<file path="config.mk">
export PLATFORM = sky130hd
export DESIGN_NAME = sr_lsu
export DESIGN_NICKNAME = d
export VERILOG_FILES = /design/src/rtl/sr_lsu_pkg.sv /design/src/rtl/sr_lsu_align.sv /design/src/rtl/sr_lsu.sv
export SDC_FILE = /design/constraint.sdc
export NUM_CORES = 1
export LEC_CHECK = 0
export ABC_CLOCK_PERIOD_IN_PS = 7600
export BUFFER_PORTS_ARGS = -buffer_cell sky130_fd_sc_hd__buf_2
export CAP_MARGIN = 20
export CORE_MARGIN = 5
export CORE_UTILIZATION = 54
export DETAILED_ROUTE_END_ITERATION = 10
export GPL_TIMING_DRIVEN = 1
export PLACE_DENSITY = 0.85
export SLEW_MARGIN = 30
export SYNTH_ARGS = -nofsm -noshare
export SYNTH_HDL_FRONTEND = slang
export SYNTH_SLANG_ARGS = --single-unit
</file>
<file path="constraint.sdc">
create_clock -name clk -period 7.6 [get_ports clk]
set_clock_uncertainty 0.1 [all_clocks]
set_input_delay 1.52 -clock clk [delete_from_list [all_inputs] [get_ports clk]]
set_output_delay 1.52 -clock clk [all_outputs]
set_load 0.1 [all_outputs]
</file>
<file path="src/rtl/sr_lsu_pkg.sv">
// Shared encodings for the load/store unit: funct3 sizes, FSM states and
// the captured request record.
package sr_lsu_pkg;

    // RV32I load/store funct3 encodings
    localparam logic [2:0] LSU_B  = 3'b000;
    localparam logic [2:0] LSU_H  = 3'b001;
    localparam logic [2:0] LSU_W  = 3'b010;
    localparam logic [2:0] LSU_BU = 3'b100;
    localparam logic [2:0] LSU_HU = 3'b101;

    typedef enum logic [1:0] {
        LSU_IDLE = 2'd0,
        LSU_REQ  = 2'd1,
        LSU_WAIT = 2'd2,
        LSU_DONE = 2'd3
    } lsuState_e;

    // Request as captured from the core in IDLE
    typedef struct packed {
        logic        we;
        logic [2:0]  funct3;
        logic [31:0] addr;
        logic [31:0] wdata;
    } lsuReq_t;

endpackage

</file>
<file path="src/rtl/sr_lsu_align.sv">
// Combinational lane logic: byte enables, store-data replication,
// load extraction/extension and the misalignment/illegal-size check.
module sr_lsu_align
    import sr_lsu_pkg::*;
(
    input  logic [2:0]  funct3,
    input  logic [1:0]  addr,
    input  logic [31:0] wdata,
    input  logic [31:0] rdata,
    output logic [3:0]  be,
    output logic [31:0] wdataRep,
    output logic [31:0] loadData,
    output logic        misalign
);

    logic [31:0] shifted;

    // Bring the addressed byte/half down to bit 0
    assign shifted = rdata >> {addr, 3'b000};

    // Decode size: lanes, replicated store data, extension, alignment fault
    always_comb begin
        be       = 4'b0000;
        wdataRep = wdata;
        loadData = shifted;
        misalign = 1'b0;
        case (funct3)
            LSU_B: begin
                be       = 4'b0001 << addr;
                wdataRep = {4{wdata[7:0]}};
                loadData = {{24{shifted[7]}}, shifted[7:0]};
            end
            LSU_BU: begin
                be       = 4'b0001 << addr;
                wdataRep = {4{wdata[7:0]}};
                loadData = {24'd0, shifted[7:0]};
            end
            LSU_H: begin
                be       = 4'b0011 << addr;
                wdataRep = {2{wdata[15:0]}};
                loadData = {{16{shifted[15]}}, shifted[15:0]};
                misalign = addr[0];
            end
            LSU_HU: begin
                be       = 4'b0011 << addr;
                wdataRep = {2{wdata[15:0]}};
                loadData = {16'd0, shifted[15:0]};
                misalign = addr[0];
            end
            LSU_W: begin
                be       = 4'b1111;
                misalign = (addr != 2'b00);
            end
            default: misalign = 1'b1;   // 011, 110, 111 are not valid sizes
        endcase
    end

endmodule

</file>
<file path="src/rtl/sr_lsu.sv">
// Load/store unit: captures the core request, runs it over a valid/ready
// bus with a separate read-response channel, stalls the core until done.
module sr_lsu
    import sr_lsu_pkg::*;
#(
    parameter int TIMEOUT_CYCLES = 64,
    parameter int CNT_W          = 8
) (
    input  logic        clk,
    input  logic        rst,
    input  logic        req_valid,
    input  logic        req_we,
    input  logic [2:0]  req_funct3,
    input  logic [31:0] req_addr,
    input  logic [31:0] req_wdata,
    output logic        stall,
    output logic [31:0] load_data,
    output logic        done,
    output logic        fault_misalign,
    output logic        bus_err,
    output logic        bus_valid,
    input  logic        bus_ready,
    output logic [31:0] bus_addr,
    output logic        bus_we,
    output logic [3:0]  bus_be,
    output logic [31:0] bus_wdata,
    input  logic        bus_rvalid,
    input  logic [31:0] bus_rdata
);

    lsuState_e        state, stateNext;
    lsuReq_t          cap;
    logic [CNT_W-1:0] cnt;
    logic             fltFlag, errFlag;
    logic [31:0]      loadDataQ;

    logic [2:0]  alnF3;
    logic [1:0]  alnAddr;
    logic [3:0]  alnBe;
    logic [31:0] alnWdata, alnLoad;
    logic        alnMisalign;
    logic        timeoutHit;

    // In IDLE the live request is checked for alignment; afterwards the
    // captured copy keeps the bus fields stable until accepted.
    assign alnF3   = (state == LSU_IDLE) ? req_funct3    : cap.funct3;
    assign alnAddr = (state == LSU_IDLE) ? req_addr[1:0] : cap.addr[1:0];

    sr_lsu_align uAlign (
        .funct3   (alnF3),
        .addr     (alnAddr),
        .wdata    (cap.wdata),
        .rdata    (bus_rdata),
        .be       (alnBe),
        .wdataRep (alnWdata),
        .loadData (alnLoad),
        .misalign (alnMisalign)
    );

    // This REQ/WAIT cycle is the TIMEOUT_CYCLES-th one: abort now
    assign timeoutHit = (TIMEOUT_CYCLES != 0) &&
                        (cnt + CNT_W'(1) == CNT_W'(TIMEOUT_CYCLES));

    assign stall          = req_valid & ~done;
    assign done           = (state == LSU_DONE);
    assign fault_misalign = done & fltFlag;
    assign bus_err        = done & errFlag;
    assign load_data      = loadDataQ;
    assign bus_valid      = (state == LSU_REQ);
    assign bus_addr       = {cap.addr[31:2], 2'b00};
    assign bus_we         = cap.we;
    assign bus_be         = alnBe;
    assign bus_wdata      = alnWdata;

    // State register
    always_ff @(posedge clk) begin
        if (rst) state <= LSU_IDLE;
        else     state <= stateNext;
    end

    // Next-state: timeout takes priority over bus handshakes
    always_comb begin
        stateNext = state;
        case (state)
            LSU_IDLE: if (req_valid) stateNext = alnMisalign ? LSU_DONE : LSU_REQ;
            LSU_REQ: begin
                if (timeoutHit)     stateNext = LSU_DONE;
                else if (bus_ready) stateNext = cap.we ? LSU_DONE : LSU_WAIT;
            end
            LSU_WAIT: begin
                if (timeoutHit)      stateNext = LSU_DONE;
                else if (bus_rvalid) stateNext = LSU_DONE;
            end
            LSU_DONE: stateNext = LSU_IDLE;
            default:  stateNext = LSU_IDLE;
        endcase
    end

    // Capture regs, timeout counter, status flags and load result
    always_ff @(posedge clk) begin
        if (rst) begin
            cap       <= '0;
            cnt       <= '0;
            fltFlag   <= 1'b0;
            errFlag   <= 1'b0;
            loadDataQ <= 32'd0;
        end else begin
            case (state)
                LSU_IDLE: begin
                    if (req_valid) begin
                        cap.we     <= req_we;
                        cap.funct3 <= req_funct3;
                        cap.addr   <= req_addr;
                        cap.wdata  <= req_wdata;
                        fltFlag    <= alnMisalign;
                        errFlag    <= 1'b0;
                        cnt        <= '0;
                    end
                end
                LSU_REQ, LSU_WAIT: begin
                    cnt <= cnt + CNT_W'(1);
                    if (timeoutHit) begin
                        errFlag   <= 1'b1;
                        loadDataQ <= 32'd0;
                    end else if (state == LSU_WAIT && bus_rvalid) begin
                        loadDataQ <= alnLoad;
                    end
                end
                LSU_DONE: begin
                    fltFlag <= 1'b0;
                    errFlag <= 1'b0;
                end
                default: ;
            endcase
        end
    end

endmodule

</file>
* Yosys cells after proc, flatten, opt, wreduce, memory -nomap -nowiden
Cells that the tools add are included.
** Cells by class
- Shift operators :: 3
- Reduce and logical (&&, ||, !) cells :: 16
- Equal/unequal tests :: 12
- Add/subtract/negate cells :: 1
- Mux-type cells :: 23
- Bitwise operators :: 4
** Operators by type and width (count)
- one-hot mux 32 bit (4 select lines) :: 1
- two-way mux 32 bit :: 2
- one-hot mux 32 bit (2 select lines) :: 1
- right shift 32 x 5 -> 32 bit :: 1
- one-hot mux 8 bit (2 select lines) :: 1
- two-way mux 2 bit :: 7
- one-hot mux 4 bit (3 select lines) :: 1
- AND reduction 2 bit :: 5
- adder 8 x 1 -> 8 bit (second input constant) :: 1
- equality test 8 x 7 -> 1 bit (second input constant) :: 1
- two-way mux 8 bit :: 1
- one-hot mux 2 bit (4 select lines) :: 1
- nonzero test 2 bit :: 4
- equality test 3 bit (second input constant) :: 2
- one-hot mux 1 bit (3 select lines) :: 2
- OR reduction 2 bit :: 3
- equality test 2 bit (second input constant) :: 2
- two-way mux 1 bit :: 4
- != test 2 bit (second input constant) :: 2
- << shifter 1 x 2 -> 4 bit (first input constant) :: 1
- << shifter 2 x 2 -> 4 bit (first input constant) :: 1
- AND 1 bit :: 3
- equality test 3 x 1 -> 1 bit (second input constant) :: 1
- equality test 3 x 2 -> 1 bit (second input constant) :: 1
- other kinds (10) :: 10
** Word-level totals
- Output and inout port bits :: 106
- Logic and storage cells :: 68
- Register bits after elaboration :: 112
- Input port bits :: 105

* Depth between registers and ports, before layout
Gate-level depths: netlist of the first run.
- Depth after elaboration :: 8
- Mapped depth :: 11
- Mapped depth without buffers :: 8

* Hierarchy
Synthesis of the first run repeated with hierarchy kept, for this count alone.
** Unflattened totals
- Cells, all modules :: 763
- Area total of the unflattened synthesis :: 6067.1 um^2
** By module, submodules not included
- sr_lsu :: area each 4730.8 um^2, cells an instance 573, sequential area each 2242.2 um^2, instances 1
- sr_lsu_align :: area each 1336.3 um^2, cells an instance 190, sequential area each 0.0 um^2, instances 1

* Worst setup path after synthesis of the first run
Ideal clock, no wire load.
- Kind :: input port to output port
- From :: in req_addr[0]
- To :: out bus_be[2]
- Required time :: 5980 ps
- Path slack :: 1503 ps
- Stages on the path :: 5
- Arrival :: 4477 ps
- Buffers on the path :: 2
- Cell sequence :: mux2i_1 > buf_2 > clkbuf_1 > a21oi_1 > o21ai_0
** On the way
- Longest elaborated chain between the ends :: 3
- Elaborated cells between the ends (all ways) :: 4
- Classes of those cells :: shift (2); mux (2)
** RTL lines
- from (decl) :: RTL line sr_lsu.sv:14 : input logic [31:0] req_addr,
- two-way mux 2 bit (*) :: RTL line sr_lsu.sv:47 : assign alnAddr = (state == LSU_IDLE) ? req_addr[1:0] : cap.addr[1:0];
- << shifter 2 x 2 -> 4 bit / << shifter 1 x 2 -> 4 bit (equally long branches)
- one-hot mux 4 bit (3 select lines) (*) :: RTL line sr_lsu_align.sv:27 : case (funct3)
- to (decl) :: RTL line sr_lsu.sv:25 : output logic [3:0] bus_be,
Mark *: on every way between the ends. The rest lies on a longest branch, timed or not.

* Worst setup path in the final report of the first run
- From :: in req_funct3[1]
- To :: out bus_wdata[10]
** On the way
- Longest elaborated chain between the ends :: 4
- Elaborated cells between the ends (all ways) :: 8
- Classes of those cells :: eq/ne (3); mux (2); reduce/logical (3)
** RTL lines
- from (decl) :: RTL line sr_lsu.sv:13 : input logic [2:0] req_funct3,
- two-way mux 3 bit (*) :: RTL line sr_lsu.sv:46 : assign alnF3 = (state == LSU_IDLE) ? req_funct3 : cap.funct3;
- equality test 3 x 1 -> 1 bit (tied with other cells) :: RTL line sr_lsu_align.sv:27
- OR reduction 2 bit (no source line)
- one-hot mux 32 bit (2 select lines) (*) :: RTL line sr_lsu_align.sv:27
- to (decl) :: RTL line sr_lsu.sv:26 : output logic [31:0] bus_wdata,
Marked as above.

==> results of run 1 <==
==> worst max-delay path by stage <==
stage,from,end,cells past startpoint
floorplan,req_addr[0],bus_be[2],5
global placement,req_addr[1],bus_be[0],5
detailed placement,req_funct3[0],bus_wdata[10],5
CTS,req_funct3[1],bus_wdata[10],5
global route,req_funct3[0],bus_wdata[10],5
finish,req_funct3[1],bus_wdata[10],5
==> Yosys cell counts, types with 3 or more instances <==
master | count | area share (%)
buf_2 | 8 | 0.70
clkbuf_1 | 33 | 2.2
ha_1 | 6 | 1.3
a32o_1 | 7 | 1.2
and2_1 | 3 | 0.33
o2bb2ai_1 | 16 | 2.5
nand2_1 | 210 | 14
mux2i_1 | 29 | 5.1
buf_4 | 42 | 5.5
a22oi_1 | 5 | 0.66
dfxtp_1 | 112 | 39
a21oi_1 | 94 | 8.3
a22o_1 | 8 | 1.2
nor3_1 | 8 | 0.70
nand3_1 | 15 | 1.3
a21o_1 | 3 | 0.40
o21ai_0 | 32 | 2.8
nor2_1 | 21 | 1.4
mux2_2 | 12 | 2.4
buf_6 | 5 | 0.99
inv_1 | 4 | 0.26
==> per-stage QoR <==
| stage | hold WS, ps | instances |
|---|---|---|
| 6_report | 359 | 1001 |
| 5_1_grt | 374 | 1001 |
| 4_1_cts | 358 | 997 |
| 3_5_place_dp | 343 | 981 |
| 3_3_place_gp | 339 | 981 |
| 2_1_floorplan | 337 | 719 |
==> cells by family after synthesis <==
logic type               count (synthesis)  synth area share [%]
other                                    1                0.0659
buffers and inverters                   93                  9.74
AND/OR/NAND/NOR                        273                  19.8
AO/OA/AOI/OAI                          188                  21.3
multiplexers                            43                  7.98
flip-flops                             112                  39.4
adder cells (fa/ha/maj)                  6                  1.32
XOR/XNOR                                 2                 0.308
==> worst min-delay path, stage by stage (launching register included) <==
cell	delay [ps]
dfxtp_1	330
nand2_1	50
a21oi_1	50
==> registers in the layout (all words and copies together), names as in the netlist <==
| signal | cells |
|---|---|
| load_data | 32 |
| cnt | 8 |
| errFlag | 1 |
| state | 2 |
| cap | 37 |
| bus_addr | 30 |
| fltFlag | 1 |
| bus_we | 1 |
==> metal layers <==
| layer | vias up | wire length, µm | part of all wire [%] |
|---|---|---|---|
| li1 | 2692 | - | - |
| met1 | 2450 | 6300 | 40 |
| met2 | 253 | 7450 | 47 |
| met3 | 34 | 1570 | 9.9 |
| met4 | 0 | 529 | 3.3 |
| met5 | - | 0 | 0 |
==> final cells by class <==
cell class	instances	area, µm²
Clock buffer	9	124
Antenna cell	4	10.0
Multi-Input combinational cell	514	2920
Tap cell	136	170
Inverter	4	15.0
Timing Repair Buffer	215	1090
Clock inverter	7	61.3
Fill cell	956	3650
Sequential cell	112	2240
==> power by group through the flow <==
stage | Clock (mW) | Combinational (mW) | Sequential, mW
CTS | 0.351 | 1.51 | 0.737
global route | 0.375 | 1.60 | 0.748
floorplan | 0 | 1.23 | 0.817
detailed placement | 0 | 1.51 | 0.750
finish | 0.346 | 1.51 | 0.737
global placement | 0 | 1.50 | 0.749
==> placed cells by master, fill, tap and decap left out, types with 3 or more instances in the layout <==
cell type  Yosys  layout
buf_4         42       7
nand2_1      210     209
ha_1           6       6
a21o_1         3       3
nand3_1       15      15
o21ai_0       32      32
a21oi_1       94      94
nor3_1         8       8
buf_2          8     208
inv_1          4       4
mux2i_1       29      27
dfxtp_1      112     112
clkbuf_8       0       9
a22o_1         8       8
o2bb2ai_1     16      16
mux2_2        12      12
nor2_1        21      21
a32o_1         7       7
diode_2        0       4
a22oi_1        5       5
==> flow_metrics.py, run 1 <==
metrics = {
    "floorplan": {
        "fp.dieH_um": 113,
        "start_util_pct": 55.3,
        "die_w_um": 113,
        "rows": 37,
        "core_area_um2": 10300,
        "io_pins": 211,
        "die_area_um2": 12700,
    },
    "power": {
        "swShare_pct": 57.5,
        "fin_total_pwr_mw": 2.59,
        "p_seq_share_pct": 28.4,
        "clockPowerShare_pct": 13.3,
        "p_sw_mw": 1.49,
        "power.density_nw_per_um2": 391,
        "p_leak_nw": 3.10,
        "vdd_drop_max_uv": 337,
        "p_int_mw": 1.10,
        "comb_power_share_pct": 58.2,
    },
    "cts": {
        "clk_pin_slew_ps": 120,
        "clk_latency_ps": 370,
        "cts_tree": "built",
        "cts.sinks": 112,
        "htree_levels": 3,
        "cts_buffers": 9,
        "cts_resized": 0,
        "cts_root_buffer": "clkbuf_8",
        "cts_hold_buf": 0,
        "clockBufferDepth": 2,
        "cts_setup_buffers": 0,
    },
    "global_routing": {
        "grt-busiest-layer": "met2",
        "use_met2_pct": 39.7,
        "globalRouteOverflowTotal": 0,
        "use_met1_pct": 29.0,
        "grt_use_total_pct": 24.1,
        "grt_max_degree": 86,
        "grt_pass1_wl_um": 25200,
        "antenna_found_initial": 4,
        "met3_usage_pct": 7.22,
        "grt_pass1_vias": 5031,
    },
    "routing": {
        "drc": 0,
        "viasPerCell": 5.42,
        "drt_pass1_iterations": 5,
        "wl_per_cell_um": 15.8,
        "via_count": 5429,
        "drtIter0Drc": 348,
        "ant_nets": 0,
        "finalWirelength_um": 15900,
    },
    "setup_path": {
        "cp.required_ps": 5980,
        "critPathBufInv": 2,
        "cp_top_family": "compound AO/OA/AOI/OAI gates",
        "arrival_ps": 3170,
        "timing.rr.start": "state[0]",
        "path_cells": "buf_2 -> nor2_1 -> a21oi_2 -> mux2_2 -> buf_2",
        "worst_setup_path_start_kind": "input port",
        "cp_common_cell": "buf_2",
        "slowest_delay_ps": 710,
        "reg2reg_to": "load_data[23]",
        "worst_path_max_delay_cell": "a21oi_2",
        "critPathKind": "input port to output port",
        "r2r_slack_ps": 4810,
        "crit_path_end_kind": "output port",
        "crit_fanout": 18,
        "r2r_cells": 10,
    },
    "sta": {
        "fin_ws_ps": 2810,
        "setup_viol": 0,
        "period_needed_ps": 4790,
        "finalHoldViolCount": 0,
        "worst_slew_pin_slew_ps": 941,
        "slew_violations": 0,
        "setup_tns_ps": 0,
        "fmax_mhz": 209,
        "rsz0062_at_grt": "false",
        "min_period_over_period_pct": 63.0,
        "slew_headroom_pct": 37.3,
    },
    "yosys": {
        "syn_avg_cell_area_um2": 7.92,
        "synth_edf_count": 0,
        "ys_warn_count": 0,
        "synth.distinct_cells": 56,
        "synthArstFlopShare_pct": 0,
        "synth.cell_area_um2": 5690,
        "synthFlopType": "dfxtp_1",
        "synthCells": 718,
        "synth-seq-area-share_pct": 39.4,
        "ys_ff_latch": 112,
    },
    "layout": {
        "area_growth_pct": 16.6,
        "final_nets": 967,
        "final_core_util_pct": 64.5,
        "layout-drive-gt1-share_pct": 30.4,
        "stdcell_area_um2": 6630,
    },
    "min_path": {
        "holdCritStartpoint": "bus_addr[24]",
        "min_path_type": "flop to flop",
        "whs_path_depth": 2,
        "worst_hold_path.endpoint": "bus_addr[24]",
    },
    "place": {
        "hpwl_um": 11500,
        "place_ws_ps": 2860,
        "place_area_um2": 6440,
        "gp_congestion": 0.901,
        "io_buffers": 208,
    },
    "flow_run": {
        "cap_viol_max_count": 0,
    },
    "run_status": {
        "status": "completed",
    },
}
No activity file was read; power rests on OpenSTA's default activity.
==> run 2: changes to the inputs <==
--- a/config.mk
+++ b/config.mk
@@ -5,14 +5,14 @@
 export SDC_FILE = /design/constraint.sdc
 export NUM_CORES = 1
 export LEC_CHECK = 0
-export ABC_CLOCK_PERIOD_IN_PS = 7600
+export ABC_CLOCK_PERIOD_IN_PS = 4550
 export BUFFER_PORTS_ARGS = -buffer_cell sky130_fd_sc_hd__buf_2
 export CAP_MARGIN = 20
 export CORE_MARGIN = 5
-export CORE_UTILIZATION = 54
+export CORE_UTILIZATION = 50
 export DETAILED_ROUTE_END_ITERATION = 10
 export GPL_TIMING_DRIVEN = 1
-export PLACE_DENSITY = 0.85
+export PLACE_DENSITY = 0.8
 export SLEW_MARGIN = 30
 export SYNTH_ARGS = -nofsm -noshare
 export SYNTH_HDL_FRONTEND = slang
==> constraint.sdc (replaced) <==
create_clock -name clk -period 4.55 [get_ports clk]
set_clock_uncertainty 0.1 [all_clocks]
set_input_delay 0.91 -clock clk [delete_from_list [all_inputs] [get_ports clk]]
set_output_delay 0.91 -clock clk [all_outputs]
set_load 0.1 [all_outputs]
==> run 2 against run 1 <==
Against the previous run: core utilization decreased by 4.0 points; die area is 7.3% higher; power up 80%; sequential power up 68%; largest power group unchanged.
==> flow_metrics.py, run 2 (synthesis results as in run 1) <==
metrics = {
    "run_status": {
        "status": "completed",
    },
    "power": {
        "power.density_nw_per_um2": 683,
        "p_leak_nw": 3.16,
        "fin_total_pwr_mw": 4.66,
        "vdd_drop_max_uv": 618,
    },
    "sta": {
        "min_period_over_period_pct": 85.9,
        "period_needed_ps": 3910,
        "slew_headroom_pct": 39.6,
        "rsz0062_at_grt": "false",
        "fmax_mhz": 256,
        "slew_violations": 0,
        "worst_slew_pin_slew_ps": 906,
        "fin_ws_ps": 643,
        "finalHoldViolCount": 0,
        "setup_viol": 0,
    },
    "cts": {
        "cts_tree": "built",
        "cts.sinks": 112,
        "clk_latency_ps": 340,
        "htree_levels": 3,
        "cts_root_buffer": "clkbuf_16",
        "cts_setup_buffers": 0,
        "clk_pin_slew_ps": 70,
        "clockBufferDepth": 2,
        "cts_hold_buf": 0,
        "cts_resized": 0,
        "cts_buffers": 9,
    },
    "layout": {
        "final_nets": 969,
        "layout-drive-gt1-share_pct": 30.5,
        "largest_register_ffs": 37,
        "regMostFlops": "cap",
        "area_growth_pct": 20.0,
        "final_common_cell": "nand2_1",
        "stdcell_area_um2": 6830,
        "layout_common_cells": "nand2_1, buf_2, dfxtp_1, a21oi_1, mux2i_1",
        "fillers": 1064,
    },
    "routing": {
        "drc": 0,
        "viasPerCell": 5.41,
        "ant_nets": 0,
        "drtIter0Drc": 380,
        "wl_per_cell_um": 16.2,
        "via_count": 5449,
        "finalWirelength_um": 16300,
        "drt_pass1_iterations": 5,
    },
    "setup_path": {
        "arrival_ps": 2900,
        "critPathKind": "flop to output port",
        "cp.required_ps": 3540,
        "crit_fanout": 35,
        "worst_setup_path_start_kind": "flop",
        "r2r_cells": 7,
        "crit_path_end_kind": "output port",
    },
    "floorplan": {
        "io_pins": 211,
        "fp.dieH_um": 117,
        "start_util_pct": 50.5,
        "core_area_um2": 11300,
        "die_w_um": 117,
        "die_area_um2": 13600,
        "rows": 39,
    },
    "global_routing": {
        "antenna_found_initial": 1,
        "globalRouteOverflowTotal": 0,
        "grt_max_degree": 56,
        "grt_use_total_pct": 23.3,
        "grt_pass1_wl_um": 25000,
        "grt_pass1_vias": 4953,
    },
    "place": {
        "place_ws_ps": 991,
        "hpwl_um": 12100,
        "place_area_um2": 6530,
        "io_buffers": 208,
        "gp_congestion": 0.853,
    },
    "min_path": {
        "min_path_type": "flop to flop",
        "whs_path_depth": 2,
    },
    "flow_run": {
        "cap_viol_max_count": 0,
    },
}
## run 2: cell types whose count changed in the layout (fill, tap and decap cells not counted), sizes merged
| cell | before | now |
|---|---|---|
| buf | 215 | 217 |
| bufinv | 0 | 1 |
| clkbuf | 9 | 10 |
| clkinv | 2 | 0 |
| clkinvlp | 1 | 4 |
| diode | 4 | 1 |
| inv | 8 | 5 |
## run 2: metal layers
metal	vias to the layer above	routed length, µm	GRT usage, %
met5	-	0	0
met4	0	503	9.86
met3	29	1410	6.32
met2	229	7590	36.9
met1	2492	6810	30.1
li1	2699	-	-
## run 2: final timing paths
| path | from | endpoint | slack [ps] |
|---|---|---|---|
| min | bus_addr[12] | bus_addr[12] | 350 |
| max | state[1] | bus_wdata[28] | 640 |
| min reg2reg | bus_addr[12] | bus_addr[12] | 350 |
| max reg2reg | state[1] | cap[28] | 1570 |
## run 2: layout make-up
type	count	area (µm²)	area share (%)
antenna	1	2.50	0.0367
clock buffer	10	229	3.35
clock inverter	6	68.8	1.01
inverter	4	15.0	0.220
multi-input combinational	514	2910	42.6
sequential	112	2240	32.8
tap	143	179	2.62
timing repair buffer	217	1180	17.3
## run 2: through the flow
stage,TNS (ps),hold WS [ps],std cells,util (%)
6_report,0,351,1007,60.6
5_1_grt,0,365,1007,60.6
4_1_cts,0,353,1006,60.5
3_5_place_dp,0,343,990,57.9
3_3_place_gp,0,339,990,57.9
2_1_floorplan,-415,337,719,-
## run 2: worst max-delay path: stages, from the launching register on
cell and delay [ps]:
dfxtp_1 350, inv_1 110, ha_1 650, mux2_2 740, nand2_1 150, o21ai_1 100
buf_2 440
## run 2: where the power goes
group          leakage (nW)  switching (mW)  internal [mW]
clock                 0.131           0.362          0.430
combinational          2.12            2.04          0.596
sequential            0.913           0.115           1.12
total                  3.16            2.52           2.15
